File: src/rtl/multicycle_control_fsm.sv
// Multicycle MIPS main control unit.
// Sequences fetch, decode, execute, memory and writeback. It drives the
// datapath mux selects, the write enables and the ALUOp code consumed by the
// ALU control decoder. Outputs decode combinationally from the registered state.
// Memory states (FETCH, MEM_RD, MEM_WR) count the cycles spent waiting on
// mem_ready. If the wait reaches TIMEOUT_CYCLES, the FSM traps to ILLEGAL.
// Optional build macro: BRANCH_EN adds BEQ support (BRANCH state, zero input).
//
// state     | code | meaning
// ----------+------+-------------------------------------------------------
// FETCH     |  0   | read instruction at PC, PC+4; load IR/PC on mem_ready
// DECODE    |  1   | compute branch target into ALUOut, dispatch on opcode
// R_EXEC    |  2   | rs op rt, function field selects the ALU operation
// R_WB      |  3   | write ALUOut to rd
// I_EXEC    |  4   | rs op sign-ext imm (ADDI / ORI / ANDI)
// I_WB      |  5   | write ALUOut to rt
// MEM_ADDR  |  6   | rs + sign-ext imm -> effective address
// MEM_RD    |  7   | load data read, wait on mem_ready
// MEM_WB    |  8   | write MDR to rt
// MEM_WR    |  9   | store data write, wait on mem_ready
// JUMP      | 10   | load PC with jump target
// BRANCH    | 11   | BEQ compare, load PC from ALUOut when zero (BRANCH_EN)
// ILLEGAL   | 15   | trap, all strobes off until reset
module multicycle_control_fsm #(
   parameter int TIMEOUT_CYCLES = 255,
   parameter int TIMEOUT_W      = 8
) (
   input  logic       clk,
   input  logic       reset,
   input  logic [5:0] opcode,
   input  logic       mem_ready,
`ifdef BRANCH_EN
   input  logic       zero,
`endif
   output logic       PCWrite,
   output logic       IRWrite,
   output logic       MemRead,
   output logic       MemWrite,
   output logic       IorD,
   output logic       RegWrite,
   output logic       RegDst,
   output logic       MemtoReg,
   output logic       ALUSrcA,
   output logic [1:0] ALUSrcB,
   output logic [1:0] PCSource,
   output logic [2:0] ALUOp,
   output logic       illegal_op,
   output logic       mem_timeout,
   output logic [3:0] state_o
);

   typedef enum logic [3:0] {
      S_FETCH    = 4'd0,
      S_DECODE   = 4'd1,
      S_R_EXEC   = 4'd2,
      S_R_WB     = 4'd3,
      S_I_EXEC   = 4'd4,
      S_I_WB     = 4'd5,
      S_MEM_ADDR = 4'd6,
      S_MEM_RD   = 4'd7,
      S_MEM_WB   = 4'd8,
      S_MEM_WR   = 4'd9,
      S_JUMP     = 4'd10,
      S_BRANCH   = 4'd11,
      S_ILLEGAL  = 4'd15
   } state_t;

   localparam logic [5:0] OP_RTYPE = 6'b000000;
   localparam logic [5:0] OP_ADDI  = 6'b001000;
   localparam logic [5:0] OP_ORI   = 6'b001101;
   localparam logic [5:0] OP_ANDI  = 6'b001100;
   localparam logic [5:0] OP_LW    = 6'b100011;
   localparam logic [5:0] OP_SW    = 6'b101011;
   localparam logic [5:0] OP_J     = 6'b000010;
`ifdef BRANCH_EN
   localparam logic [5:0] OP_BEQ   = 6'b000100;
   localparam logic [2:0] ALU_SUB  = 3'b011;
`endif

   localparam logic [2:0] ALU_IDLE  = 3'b000;
   localparam logic [2:0] ALU_AND   = 3'b001;
   localparam logic [2:0] ALU_OR    = 3'b101;
   localparam logic [2:0] ALU_ADD   = 3'b110;
   localparam logic [2:0] ALU_RTYPE = 3'b111;

   // Count value on the last permitted wait cycle; a miss here expires.
   localparam logic [TIMEOUT_W-1:0] WAIT_LAST = TIMEOUT_W'(TIMEOUT_CYCLES - 1);

   state_t               state;
   state_t               state_nxt;
   logic [TIMEOUT_W-1:0] wait_cnt;
   logic [TIMEOUT_W-1:0] wait_cnt_nxt;
   logic                 in_wait;
   logic                 wait_hit;
   logic                 wait_expired;
   logic                 illegal_set;

   // State register, wait counter and sticky trap flags.
   always_ff @(posedge clk) begin
      if (!reset) begin
         state       <= S_FETCH;
         wait_cnt    <= '0;
         illegal_op  <= 1'b0;
         mem_timeout <= 1'b0;
      end else begin
         state    <= state_nxt;
         wait_cnt <= wait_cnt_nxt;
         if (illegal_set) begin
            illegal_op <= 1'b1;
         end
         if (wait_expired) begin
            mem_timeout <= 1'b1;
         end
      end
   end

   // Next-state selection and wait-counter update.
   always_comb begin
      state_nxt    = state;
      wait_expired = 1'b0;
      in_wait      = (state == S_FETCH) || (state == S_MEM_RD) || (state == S_MEM_WR);
      // mem_ready is checked before wait_hit, so a response on the last cycle wins.
      wait_hit     = (wait_cnt == WAIT_LAST) && !mem_ready;

      case (state)
         S_FETCH: begin
            if (mem_ready) begin
               state_nxt = S_DECODE;
            end else if (wait_hit) begin
               state_nxt    = S_ILLEGAL;
               wait_expired = 1'b1;
            end
         end
         S_DECODE: begin
            case (opcode)
               OP_RTYPE:                 state_nxt = S_R_EXEC;
               OP_ADDI, OP_ORI, OP_ANDI: state_nxt = S_I_EXEC;
               OP_LW, OP_SW:             state_nxt = S_MEM_ADDR;
               OP_J:                     state_nxt = S_JUMP;
`ifdef BRANCH_EN
               OP_BEQ:                   state_nxt = S_BRANCH;
`endif
               default:                  state_nxt = S_ILLEGAL;
            endcase
         end
         S_R_EXEC:   state_nxt = S_R_WB;
         S_R_WB:     state_nxt = S_FETCH;
         S_I_EXEC:   state_nxt = S_I_WB;
         S_I_WB:     state_nxt = S_FETCH;
         // IR holds the opcode, so only LW/SW can reach MEM_ADDR.
         S_MEM_ADDR: state_nxt = (opcode == OP_SW) ? S_MEM_WR : S_MEM_RD;
         S_MEM_RD: begin
            if (mem_ready) begin
               state_nxt = S_MEM_WB;
            end else if (wait_hit) begin
               state_nxt    = S_ILLEGAL;
               wait_expired = 1'b1;
            end
         end
         S_MEM_WB:   state_nxt = S_FETCH;
         S_MEM_WR: begin
            if (mem_ready) begin
               state_nxt = S_FETCH;
            end else if (wait_hit) begin
               state_nxt    = S_ILLEGAL;
               wait_expired = 1'b1;
            end
         end
         S_JUMP:     state_nxt = S_FETCH;
`ifdef BRANCH_EN
         S_BRANCH:   state_nxt = S_FETCH;
`endif
         S_ILLEGAL:  state_nxt = S_ILLEGAL;
         default:    state_nxt = S_ILLEGAL;
      endcase

      illegal_set = (state == S_DECODE) && (state_nxt == S_ILLEGAL);

      wait_cnt_nxt = wait_cnt;
      if (state_nxt != state) begin
         wait_cnt_nxt = '0;
      end else if (in_wait && !mem_ready) begin
         wait_cnt_nxt = wait_cnt + TIMEOUT_W'(1);
      end
   end

   // Datapath controls decoded from the current state; held off during reset.
   always_comb begin
      PCWrite  = 1'b0;
      IRWrite  = 1'b0;
      MemRead  = 1'b0;
      MemWrite = 1'b0;
      IorD     = 1'b0;
      RegWrite = 1'b0;
      RegDst   = 1'b0;
      MemtoReg = 1'b0;
      ALUSrcA  = 1'b0;
      ALUSrcB  = 2'b00;
      PCSource = 2'b00;
      ALUOp    = ALU_IDLE;

      if (reset) begin
         case (state)
            S_FETCH: begin
               MemRead = 1'b1;
               IRWrite = mem_ready;
               PCWrite = mem_ready;
               ALUSrcB = 2'b01;
               ALUOp   = ALU_ADD;
            end
            S_DECODE: begin
               ALUSrcB = 2'b11;
               ALUOp   = ALU_ADD;
            end
            S_R_EXEC: begin
               ALUSrcA = 1'b1;
               ALUOp   = ALU_RTYPE;
            end
            S_R_WB: begin
               RegWrite = 1'b1;
               RegDst   = 1'b1;
            end
            S_I_EXEC: begin
               ALUSrcA = 1'b1;
               ALUSrcB = 2'b10;
               case (opcode)
                  OP_ADDI: ALUOp = ALU_ADD;
                  OP_ORI:  ALUOp = ALU_OR;
                  OP_ANDI: ALUOp = ALU_AND;
                  default: ALUOp = ALU_IDLE;
               endcase
            end
            S_I_WB: begin
               RegWrite = 1'b1;
            end
            S_MEM_ADDR: begin
               ALUSrcA = 1'b1;
               ALUSrcB = 2'b10;
               ALUOp   = ALU_ADD;
            end
            S_MEM_RD: begin
               MemRead = 1'b1;
               IorD    = 1'b1;
            end
            S_MEM_WB: begin
               RegWrite = 1'b1;
               MemtoReg = 1'b1;
            end
            S_MEM_WR: begin
               MemWrite = 1'b1;
               IorD     = 1'b1;
            end
            S_JUMP: begin
               PCWrite  = 1'b1;
               PCSource = 2'b10;
            end
`ifdef BRANCH_EN
            S_BRANCH: begin
               ALUSrcA  = 1'b1;
               ALUOp    = ALU_SUB;
               PCSource = 2'b01;
               PCWrite  = zero;
            end
`endif
            default: ;
         endcase
      end
   end

   assign state_o = state;

endmodule

File: config.mk
export PLATFORM = sky130hd
export DESIGN_NAME = multicycle_control_fsm
export DESIGN_NICKNAME = d
export VERILOG_FILES = /design/src/rtl/multicycle_control_fsm.sv
export SDC_FILE = /design/constraint.sdc
export NUM_CORES = 1
export LEC_CHECK = 0
export ABC_AREA = 1
export CORE_ASPECT_RATIO = 2
export CORE_MARGIN = 5
export CORE_UTILIZATION = 40
export DETAILED_ROUTE_END_ITERATION = 16
export DONT_BUFFER_PORTS = 1
export GPL_TIMING_DRIVEN = 1
export PLACE_DENSITY = 0.52
export SYNTH_ARGS = -nofsm -noshare
export SYNTH_HDL_FRONTEND = slang
export SYNTH_SLANG_ARGS = --single-unit
File: constraint.sdc
create_clock -name clk -period 4.2 [get_ports clk]
set_input_delay 0.84 -clock clk [delete_from_list [all_inputs] [get_ports clk]]
set_output_delay 0.84 -clock clk [all_outputs]
set_load 0.1 [all_outputs]
## Word level (Yosys, flattened, before mapping)

Cells that the tools add are included.

- Bits in registers: 14
- Input bits: 9
- Output and inout bits: 22
- Word-level logic and storage cells: 79

- $add $sub $neg: 1
- Equal/unequal tests: 19
- Mux-type cells: 35
- Bitwise gates (word level): 1
- Reductions and logical operators: 19

Operators with widths:

| cell | count |
|---|---|
| 4-bit case mux with 8 select lines | 1 |
| 1-bit 2-to-1 mux | 20 |
| 4-bit 2-to-1 mux | 5 |
| 6-bit by 4-bit equality test with 1-bit output, second input constant | 3 |
| 3-bit case mux with 3 select lines | 2 |
| 4-bit by 3-bit equality test with 1-bit output, second input constant | 4 |
| 4-bit equality test, second input constant | 4 |
| 4-bit case mux with 4 select lines | 1 |
| 3-bit OR reduction | 5 |
| 6-bit equality test, second input constant | 2 |
| 2-bit OR reduction | 5 |
| 8-bit by 1-bit adder with 8-bit output, second input constant | 1 |
| 4-bit by 2-bit equality test with 1-bit output, second input constant | 2 |
| 8-bit equality test, second input constant | 1 |
| 6-bit by 2-bit equality test with 1-bit output, second input constant | 1 |
| 6-bit logical NOT | 1 |
| 2-bit 2-to-1 mux | 3 |
| 2-bit case mux with 3 select lines | 1 |
| 4-bit by 1-bit equality test with 1-bit output, second input constant | 1 |
| 4-bit logical NOT | 1 |
| 4-bit != test | 1 |
| 4-bit OR reduction | 1 |
| 1-bit logical AND | 3 |
| 3-bit 2-to-1 mux | 1 |
| 4 further kinds | 5 |

## Logic depth before layout (Yosys ltp)

Gate-level depths: netlist of the first run.

- Depth in word-level cells: 7
- Depth in mapped cells: 13

## Least setup slack after synthesis of the first run

No wires, ideal clock.

- Path type: register to output
- Start point: register state[3] (netlist: state_o[3])
- End point: output port ALUOp[2]
- Arrival time: 4878 ps
- Slack: -1518 ps
- Cell stages (with the launch flop): 6
- Cell sequence: dfxtp_1 > nor2_2 > inv_2 > nor3_1 > a31oi_1 > a21oi_1

- Cells in the longest elaborated chain, start to end: 4
- Elaborated cells between the ends (all ways): 8
- Classes of those cells: eq/ne (4); mux (2); reduce/logical (2)

RTL lines:

| item | line | RTL |
|---|---|---|
| from (decl) | 89 | `state_t state;` |
| from (signal assigned) | 106 | `state <= state_nxt;` |
| 4-bit by 1-bit equality test with 1-bit output (tied with other cells) | 203 | `case (state)` |
| 3-bit OR reduction (no line) | - |  |
| 3-bit case mux with 3 select lines * | 203 |  |
| 3-bit 2-to-1 mux * | 202 | `if (reset) begin` |
| to (decl) | 46 | `output logic [2:0] ALUOp,` |

Mark *: on every way between the ends. The rest lies on a longest branch, timed or not.

## Worst setup path in the final report of the first run

- Start point: input port reset
- End point: output port RegWrite

- Cells in the longest elaborated chain, start to end: 1

RTL lines:

| item | line | RTL |
|---|---|---|
| from (decl) | 29 | `input logic reset,` |
| 1-bit 2-to-1 mux | 202 |  |
| to (decl) | 40 | `output logic RegWrite,` |

No other way between the ends.

==> summary.txt, run 1 <==
Flow run
  • Max Cap Viol: 0

Detailed routing
  • Final WL: around 3400 µm
  • Remaining DRCs: 0
  • Via-per-instance ratio: approximately 5.2
  • WL/cell: 13.9 µm
  • Drt initial violations: 33
  • Post-detailed-route count of antenna-violating nets: 0
  • First-pass iteration count of the detailed router: 4
  • DR vias: ~1300

Critical path
  • Crit path max-delay cell type: clkinv_1
  • Worst setup EP type: output port
  • Crit Path Max Fanout: 18
  • Crit path largest cell delay: roughly 0.57 ns
  • CP required: between 3 and 4 ns
  • R2R depth: 13
  • CP cell instances: clkinv_1 -> nor3_4 -> nor2_1 -> o31ai_4 -> buf_4
  • Critical path class: input port to output port
  • Critical Path Start Type: input port
  • Worst EP arrival: about 2.3 ns

Yosys
  • Synth Register Bits: 14
  • Async set-or-reset flop fraction in the synthesized netlist: 0
  • Mapped cell area: 0.00123 mm²
  • Synth Area per Inst: between 6 and 7 µm²
  • Seq/Total Area, Yosys: 0.228
  • Synth cell types: 28
  • Main flop type after synthesis: dfxtp_1
  • Synth Instances: 196
  • Synth Warn #: 0
  • Post-Syn Nets: 207
  • Number of flops mapped to enable cells by yosys: 0

Placement
  • Routability cong.: between 0.9 and 1
  • Port Buffers: 0
  • DP Area: roughly 0.0015 mm²
  • Post-DP HPWL: a little under 3000 µm

Global routing
  • Total global-route track usage: 0.165
  • Grt ovf: 0
  • Antenna violations before repair: 0
  • Vias in the first global route: approximately 1300
  • First-pass GRT wire length: between 5000 and 6000 µm
  • Largest net degree at the start of global routing: 19

Final layout
  • Fin nets: ~230
  • Multi-input gate area: around 900 µm²
  • Reg area: roughly 280 µm²
  • N_diodes: 0
  • Core Util, Final: 0.513
  • Fin area: 0.00153 mm²
  • Area grow syn2layout: 24.3%
  • # fillers: between 300 and 400
  • Share of cells above drive strength 1: 0.350

Timing
  • Maximum clock frequency: 0.318 GHz
  • Final hold vios: 0
  • Worst-Margin Slew: 0.974 ns
  • Setup TNS: 0 ns
  • Final min period: ~3.1 ns
  • Crit share post-route: 0.750
  • Fin. max-slew vios: 0
  • Final setup fails: 0
  • Slew headroom: 0.350
  • RSZ-0062 raised after global routing: no
  • Max Clock Skew: 0.00156 ns

Die
  • Die Width: slightly below 50 µm
  • Die Ht: ~90 µm
  • DIE AREA: 0.00435 mm²
  • CORE AREA: just under 0.003 mm²
  • I/O pin total: 31
  • Rows: 28
  • Starting Density: 0.413

Clock network
  • TritonCTS clock tree: done
  • Post-CTS sizing: 0
  • Cts hold-fix bufs: 0
  • CTS Buffer Depth: 2
  • Number of post-CTS setup repair buffers: 0
  • CTS sink cnt: 14
  • Clock-pin transition on the worst setup and hold timing paths: roughly 0.06 ns
  • Root buf cell: clkbuf_8
  • Worst-Skew Late Latency: around 0.24 ns
  • TritonCTS buffer count: 3
  • H-tree Lvls: 1

Hold path
  • Hold Path Class: register to register
  • Hold Path Depth: 2

Outcome
  • Status: completed
## registers in the layout, summed over array words and instances (netlist names)
name	count
mem_timeout	1
illegal_op	1
wait_cnt	8
state_o	4
## path summary, 6_finish.rpt
| kind | slack, ns | start | to |
|---|---|---|---|
| worst max-delay path | 1.05 | reset | RegWrite |
| worst min-delay path | 0.55 | wait_cnt[7]$_SDFFE_PP0P_ | wait_cnt[7]$_SDFFE_PP0P_ |
| worst max register to register | 2.14 | state_o[0]$_SDFF_PN0_ | wait_cnt[2]$_SDFFE_PP0P_ |
| worst min register to register | 0.55 | wait_cnt[7]$_SDFFE_PP0P_ | wait_cnt[7]$_SDFFE_PP0P_ |
## cell usage after synthesis (3+ instances only)
cell type   n  share of area
nand2_1    42           0.13
nor2_1     28          0.085
inv_1      23          0.070
nand3_1    16          0.065
nor2_2     16          0.081
dfxtp_1    14           0.23
a21oi_1     8          0.033
inv_2       6          0.018
xor2_1      5          0.036
nand2_4     4          0.037
nand3_2     4          0.033
nor2_4      4          0.037
a31oi_1     3          0.015
nand2_2     3          0.015
nand4_1     3          0.015
nor3_1      3          0.012
## cells in the final DEF (no fill, tap or decap)
master    count
nand3_1      16
a21oi_1       1
o31ai_4       1
clkbuf_8      4
nor2_2       21
inv_1        23
dfxtp_1      14
buf_4        19
nor2_1       23
nand3_4       1
a211oi_1      1
nor2_4        4
and2_1        1
conb_1        1
xor2_1        5
nor3_1        1
a21oi_2       7
nand2_4       4
nand3_2       4
inv_2         6
nand4_1       3
o21ai_0       1
nand2_1      42
ha_1          2
xnor2_1       2
a31oi_1       3
nor3_4        2
o211ai_1      1
nand2_2       3
clkinv_1      1
## kinds of logic (layout without fill, tap and decap cells)
kind of cell,after synthesis,count (layout),share of synthesized area
and+or+nand+nor,125,125,0.528
buffers and inverters,32,53,0.101
AOI/OAI and AO/OA,15,15,0.0702
DFF,14,14,0.228
xor gates and xnor gates,7,7,0.0498
adders and majority gates,2,2,0.0203
other,1,1,0.00305
## critical path: cells and delay by family
family | cells | cell delay (ns)
AOI/OAI and AO/OA | 1 | 0.06
buffers and inverters | 2 | 0.90
and+or+nand+nor | 2 | 0.50
## per-stage QoR
stage / worst slack, ns / hold slack, ns / instances
2_1_floorplan: -0.0407 / 0.515 / 196
3_3_place_gp: 1.12 / 0.537 / 243
3_5_place_dp: 1.04 / 0.532 / 243
4_1_cts: 1.05 / 0.553 / 247
5_1_grt: 0.975 / 0.620 / 247
6_report: 1.05 / 0.553 / 247
## final cells by class
cell class                 count  area share
clock buffer                   4      0.0360
inverter                      30      0.0736
tap                           30      0.0245
multi-input combinational    150       0.589
sequential                    14       0.183
timing repair buffer          19      0.0933
## routing by layer
metal	share of wire	global-route usage
met5	0	0
met2	0.60	0.358
met1	0.33	0.130
met4	0.027	0.0833
met3	0.041	0.0236
Power of run 1 is not shown: default switching activity piles up to over one toggle a cycle in this logic, so the estimate is an artifact.
==> run 2, diff against run 1 <==
Settings changed: PLACE_DENSITY 0.52 to 0.54.
Clock period 4.2 ns to 2.8 ns, I/O delays scaled along.
==> run 2 against run 1 <==
  * Final area grew 2.9%
  * Worst hold slack got worse by 0.14 ns
  * First-iteration DRC count is 18% lower
  * Sequential share of layout area shrank 0.19 points
  * Largest cell class unchanged
  * Highest routed layer unchanged
==> summary.txt, run 2 (synthesis gave the netlist of run 1 again) <==
Timing
  • Final worst setup slack: ~0.44 ns
  • Final hold vios: 0
  • Worst-Margin Slew: about 0.97 ns
  • Final min period: 2.36 ns
  • Crit share post-route: 0.842
  • Fin. max-slew vios: 0
  • RSZ-0062 raised after global routing: no
  • Max Clock Skew: roughly 0.0028 ns
  • Slew headroom: 0.354
  • Final setup fails: 0
  • Setup TNS: 0 ns
  • Maximum clock frequency: roughly 0.42 GHz

Detailed routing
  • First-pass iteration count of the detailed router: 4
  • Drt initial violations: 27
  • DR vias: roughly 1300
  • Final WL: between 3000 and 4000 µm
  • WL/cell: between 10 and 15 µm
  • Post-detailed-route count of antenna-violating nets: 0
  • Remaining DRCs: 0
  • Via-per-instance ratio: 5.11

Placement
  • Pre-CTS setup slack: 0.654 ns
  • DP Area: between 0.0015 and 0.002 mm²
  • Post-DP HPWL: between 2000 and 3000 µm
  • Routability cong.: between 0.9 and 1
  • Port Buffers: 0

Final layout
  • Core Util, Final: 0.528
  • Share of cells above drive strength 1: 0.373
  • Most frequent cells in the layout: nand2_1, inv_1, nor2_1
  • Area grow syn2layout: 27.9%
  • Commonest non-fill, non-tap cell in the layout: nand2_1
  • Max reg flops: 8
  • Largest register by flop count: wait_cnt
  • Fin nets: around 230
  • Multi-input gate area: ~900 µm²
  • Fin area: between 0.0015 and 0.002 mm²
  • # fillers: 310
  • N_diodes: 0
  • Reg area: ~290 µm²

Hold path
  • Hold Path Class: input port to register

Clock network
  • Clock-pin transition on the worst setup and hold timing paths: ~0.06 ns
  • Cts hold-fix bufs: 0
  • TritonCTS clock tree: done
  • TritonCTS buffer count: 3
  • Worst-Skew Late Latency: approximately 0.24 ns
  • Number of post-CTS setup repair buffers: 0
  • CTS Buffer Depth: 2
  • H-tree Lvls: 1
  • CTS sink cnt: 14
  • Root buf cell: clkbuf_8
  • Post-CTS sizing: 0

Die
  • Die Width: 49.2 µm
  • Die Ht: between 80 and 90 µm
  • DIE AREA: roughly 0.0044 mm²
  • Starting Density: 0.413
  • Rows: 28
  • CORE AREA: 0.00298 mm²
  • I/O pin total: 31

Critical path
  • CP required: about 2.2 ns
  • Critical Path Start Type: register
  • Critical path class: register to output port
  • Crit Path Max Fanout: 7
  • Worst setup EP type: output port
  • Worst EP arrival: around 1.8 ns

Global routing
  • Vias in the first global route: about 1300
  • First-pass GRT wire length: just under 6000 µm
  • Largest net degree at the start of global routing: 19
  • Antenna violations before repair: 0
  • Grt ovf: 0
  • Total global-route track usage: 0.170

Outcome
  • Status: completed

Flow run
  • Max Cap Viol: 0
-- run 2: cell counts in the layout (fill, tap and decap cells not counted) --
No cell type changed its count.
-- run 2: critical path: stages (launching register included) --
cell and delay (ns):
dfxtp_2 0.42, nor2_1 0.13, nand2_1 0.17, nor2_1 0.07
a211oi_1 0.45, a21oi_4 0.12, buf_12 0.19
-- run 2: metal layers --
| metal | up-vias | share of wire | track usage |
|---|---|---|---|
| met5 | - | 0 | 0 |
| met4 | 0 | 0.026 | 0.0907 |
| met3 | 8 | 0.045 | 0.0236 |
| met2 | 33 | 0.60 | 0.353 |
| met1 | 569 | 0.33 | 0.147 |
| li1 | 653 | - | - |
-- run 2: layout make-up --
type / instances / share of cell area
Clock buffer: 4 / 0.0350
Sequential cell: 14 / 0.181
Tap cell: 30 / 0.0239
Inverter: 30 / 0.0724
Timing Repair Buffer: 19 / 0.107
Multi-Input combinational cell: 150 / 0.581
-- run 2: final timing paths --
kind	startpoint	end	slack (ns)	cells past startpoint
max	state_o[1]$_SDFF_PN0_	ALUOp[2]	0.44	6
min	reset	state_o[1]$_SDFF_PN0_	0.42	2
max reg2reg	state_o[0]$_SDFF_PN0_	wait_cnt[0]$_SDFFE_PP0P_	0.80	13
min reg2reg	wait_cnt[7]$_SDFFE_PP0P_	wait_cnt[7]$_SDFFE_PP0P_	0.55	2
-- run 2: metrics by stage --
step	hold WS (ns)	std cells
after floorplan	0.515	196
after global placement	0.535	243
after detailed placement	0.532	243
after CTS	0.413	247
after global routing	0.419	247
final	0.416	247
Power of run 2 is left out for the same reason.
==> run 3, diff against run 2 <==
Clock period 2.8 ns to 1.95 ns, I/O delays scaled along.
==> run 3 against run 2 <==
  * Sequential share of layout area fell by 2.5 points
  * Utilization rose by 10 points
  * Cell count rose by 4.0%
  * Critical path depth did not move
  * Global-route usage rose by 0.91 points
  * Clock skew barely moved
  * Critical path type unchanged
==> summary.txt, run 3 (synthesis gave the netlist of run 1 again) <==
Outcome
  • Status: completed

Critical path
  • Crit path max-delay family: simple AND/OR/NAND/NOR gates
  • FF-to-FF setup slack: between 0.15 and 0.2 ns
  • Worst setup startpoint: state_o[2]$_SDFF_PN0_
  • Crit path max-delay cell type: dfxtp_4
  • Crit path largest cell delay: between 0.3 and 0.4 ns
  • Critical Path Start Type: register
  • Reg2reg start: state_o[1]$_SDFF_PN0_
  • R2R depth: 12
  • Worst setup EP type: output port
  • WP buf/inv: 2
  • Crit Path Max Fanout: 6
  • CP required: 1.56 ns
  • Worst EP arrival: ~1.5 ns
  • R2R Path End: wait_cnt[5]$_SDFFE_PP0P_
  • CP cell instances: nor2_4 -> inv_4 -> nor3_4 -> a31oi_2 -> a21oi_4 -> buf_12
  • Critical path class: register to output port

Placement
  • Post-DP HPWL: about 3100 µm
  • Placed cells: 250
  • Port Buffers: 0
  • Routability cong.: 0.921

Global routing
  • Vias in the first global route: about 1300
  • Total global-route track usage: 0.179
  • Largest net degree at the start of global routing: 10
  • Antenna violations before repair: 0
  • Grt ovf: 0
  • First-pass GRT wire length: 6010 µm

Detailed routing
  • Via-per-instance ratio: 5.11
  • Drt initial violations: 20
  • Remaining DRCs: 0
  • Post-detailed-route count of antenna-violating nets: 0
  • Final WL: about 3700 µm
  • DR vias: approximately 1300
  • WL/cell: between 10 and 15 µm
  • First-pass iteration count of the detailed router: 4

Hold path
  • HP Start: reset
  • Hold Path Depth: 2
  • Hold Path Class: input port to register
  • Hold Path Sink: state_o[3]$_SDFF_PN0_

Power and ir drop
  • Clock power frac: 0.065
  • Switching part of the total: 0.617
  • Peak VDD IR: roughly 0.0010 V
  • Leakage power: 0.816 nW
  • Register share of total power: 0.124
  • Switching power: 2.23 mW
  • Comb pwr share: 0.810
  • Power Dens Cells: approximately 1900 mW/mm²
  • Design internal power: 1.38 mW

Clock network
  • TritonCTS clock tree: done
  • Root buf cell: clkbuf_8
  • CTS sink cnt: 14
  • Worst-Skew Late Latency: roughly 0.24 ns
  • TritonCTS buffer count: 3
  • Clock-pin transition on the worst setup and hold timing paths: approximately 0.060 ns
  • CTS Buffer Depth: 2
  • H-tree Lvls: 1

Timing
  • Final hold vios: 0
  • Final setup fails: 0
  • RSZ-0062 raised after global routing: yes
  • Crit share post-route: 0.991
  • Max Clock Skew: 0.00248 ns
  • Final min period: between 1.5 and 2 ns
  • Maximum clock frequency: roughly 0.52 GHz
  • Fin. max-slew vios: 0

Final layout
  • Most frequent cells in the layout: nand2_1, inv_1, nor2_1
  • Max reg flops: 8
  • Final std cells w/o fill: between 200 and 300
  • N_diodes: 0
  • Share of cells above drive strength 1: 0.427
  • Core Util, Final: 0.633
  • Largest register by flop count: wait_cnt
  • Commonest non-fill, non-tap cell in the layout: nand2_1
  • Fin nets: 239
  • Area grow syn2layout: 53.2%

Die
  • CORE AREA: about 0.0030 mm²
  • Die Ht: 88.4 µm
  • Starting Density: 0.413
  • I/O pin total: 31
  • DIE AREA: between 0.004 and 0.005 mm²
  • Die Width: roughly 49 µm
  • Rows: 28

Flow run
  • Max Cap Viol: 0
[run 3: cell count changes in the layout (fill, tap and decap cells not counted), moves of 4 or more]
cell     previous run  this run
nor2_4              5        12
nor2_2             20        15
buf_12              2        12
a21oi_2             6         0
dfxtp_2             4         0
a21oi_4             1         7
dfxtp_4             0         4
[run 3: worst max path at each step]
| stage | end | slack (ns) | cells after the start |
|---|---|---|---|
| floorplan | ALUOp[2] | -0.70 | 5 |
| global route | ALUOp[2] | -0.05 | 8 |
| detailed placement | ALUOp[2] | 0.07 | 7 |
| CTS | ALUOp[2] | -0.0005 | 6 |
| global placement | ALUOp[2] | 0.11 | 7 |
| finish | ALUOp[2] | 0.02 | 6 |
[run 3: power by group through the flow]
stage	sequential, mW	combinational [mW]	clock [mW]
3_3_place_gp	0.435	2.83	0
4_1_cts	0.447	2.87	0.245
5_1_grt	0.457	3.08	0.262
6_report	0.449	2.92	0.236
3_5_place_dp	0.442	2.83	0
2_1_floorplan	0.740	1.83	0
[run 3: timing repair]
item | in CTS | in global routing
setup buffers | 0 | 3
pin swaps | 1 | 3
setup endpoints to repair | 5 | 11
gates resized for setup | 5 | 2
hold buffers | 0 | 0
[run 3: metrics by stage]
step / hold WS [ns] / power [mW] / cell area [µm²] / TNS [ns] / setup WS [ns]
floorplan: 0.487 / 2.57 / 1420 / -1.32 / -0.702
global placement: 0.494 / 3.26 / 1790 / 0 / 0.106
detailed placement: 0.497 / 3.27 / 1790 / 0 / 0.0738
CTS: 0.245 / 3.57 / 1850 / -0.000542 / -0.000542
global route: 0.247 / 3.80 / 1880 / -0.0593 / -0.0486
finish: 0.249 / 3.61 / 1880 / 0 / 0.0167
[run 3: final cells by class]
class / instances / area [µm²]
flip-flops and latches: 14 / 295
well taps: 30 / 37.5
inverters: 30 / 116
repair buffers: 29 / 368
clock inverters: 1 / 3.75
fillers: 281 / 1090
multi-input cells: 150 / 1020
clock buffers: 3 / 41.3
[run 3: layer usage]
| layer | part of all wire | track usage |
|---|---|---|
| met1 | 0.31 | 0.153 |
| met2 | 0.62 | 0.374 |
| met5 | 0 | 0 |
| met4 | 0.038 | 0.100 |
| met3 | 0.030 | 0.0202 |
Note: power is estimated with default switching activity, not from simulation.
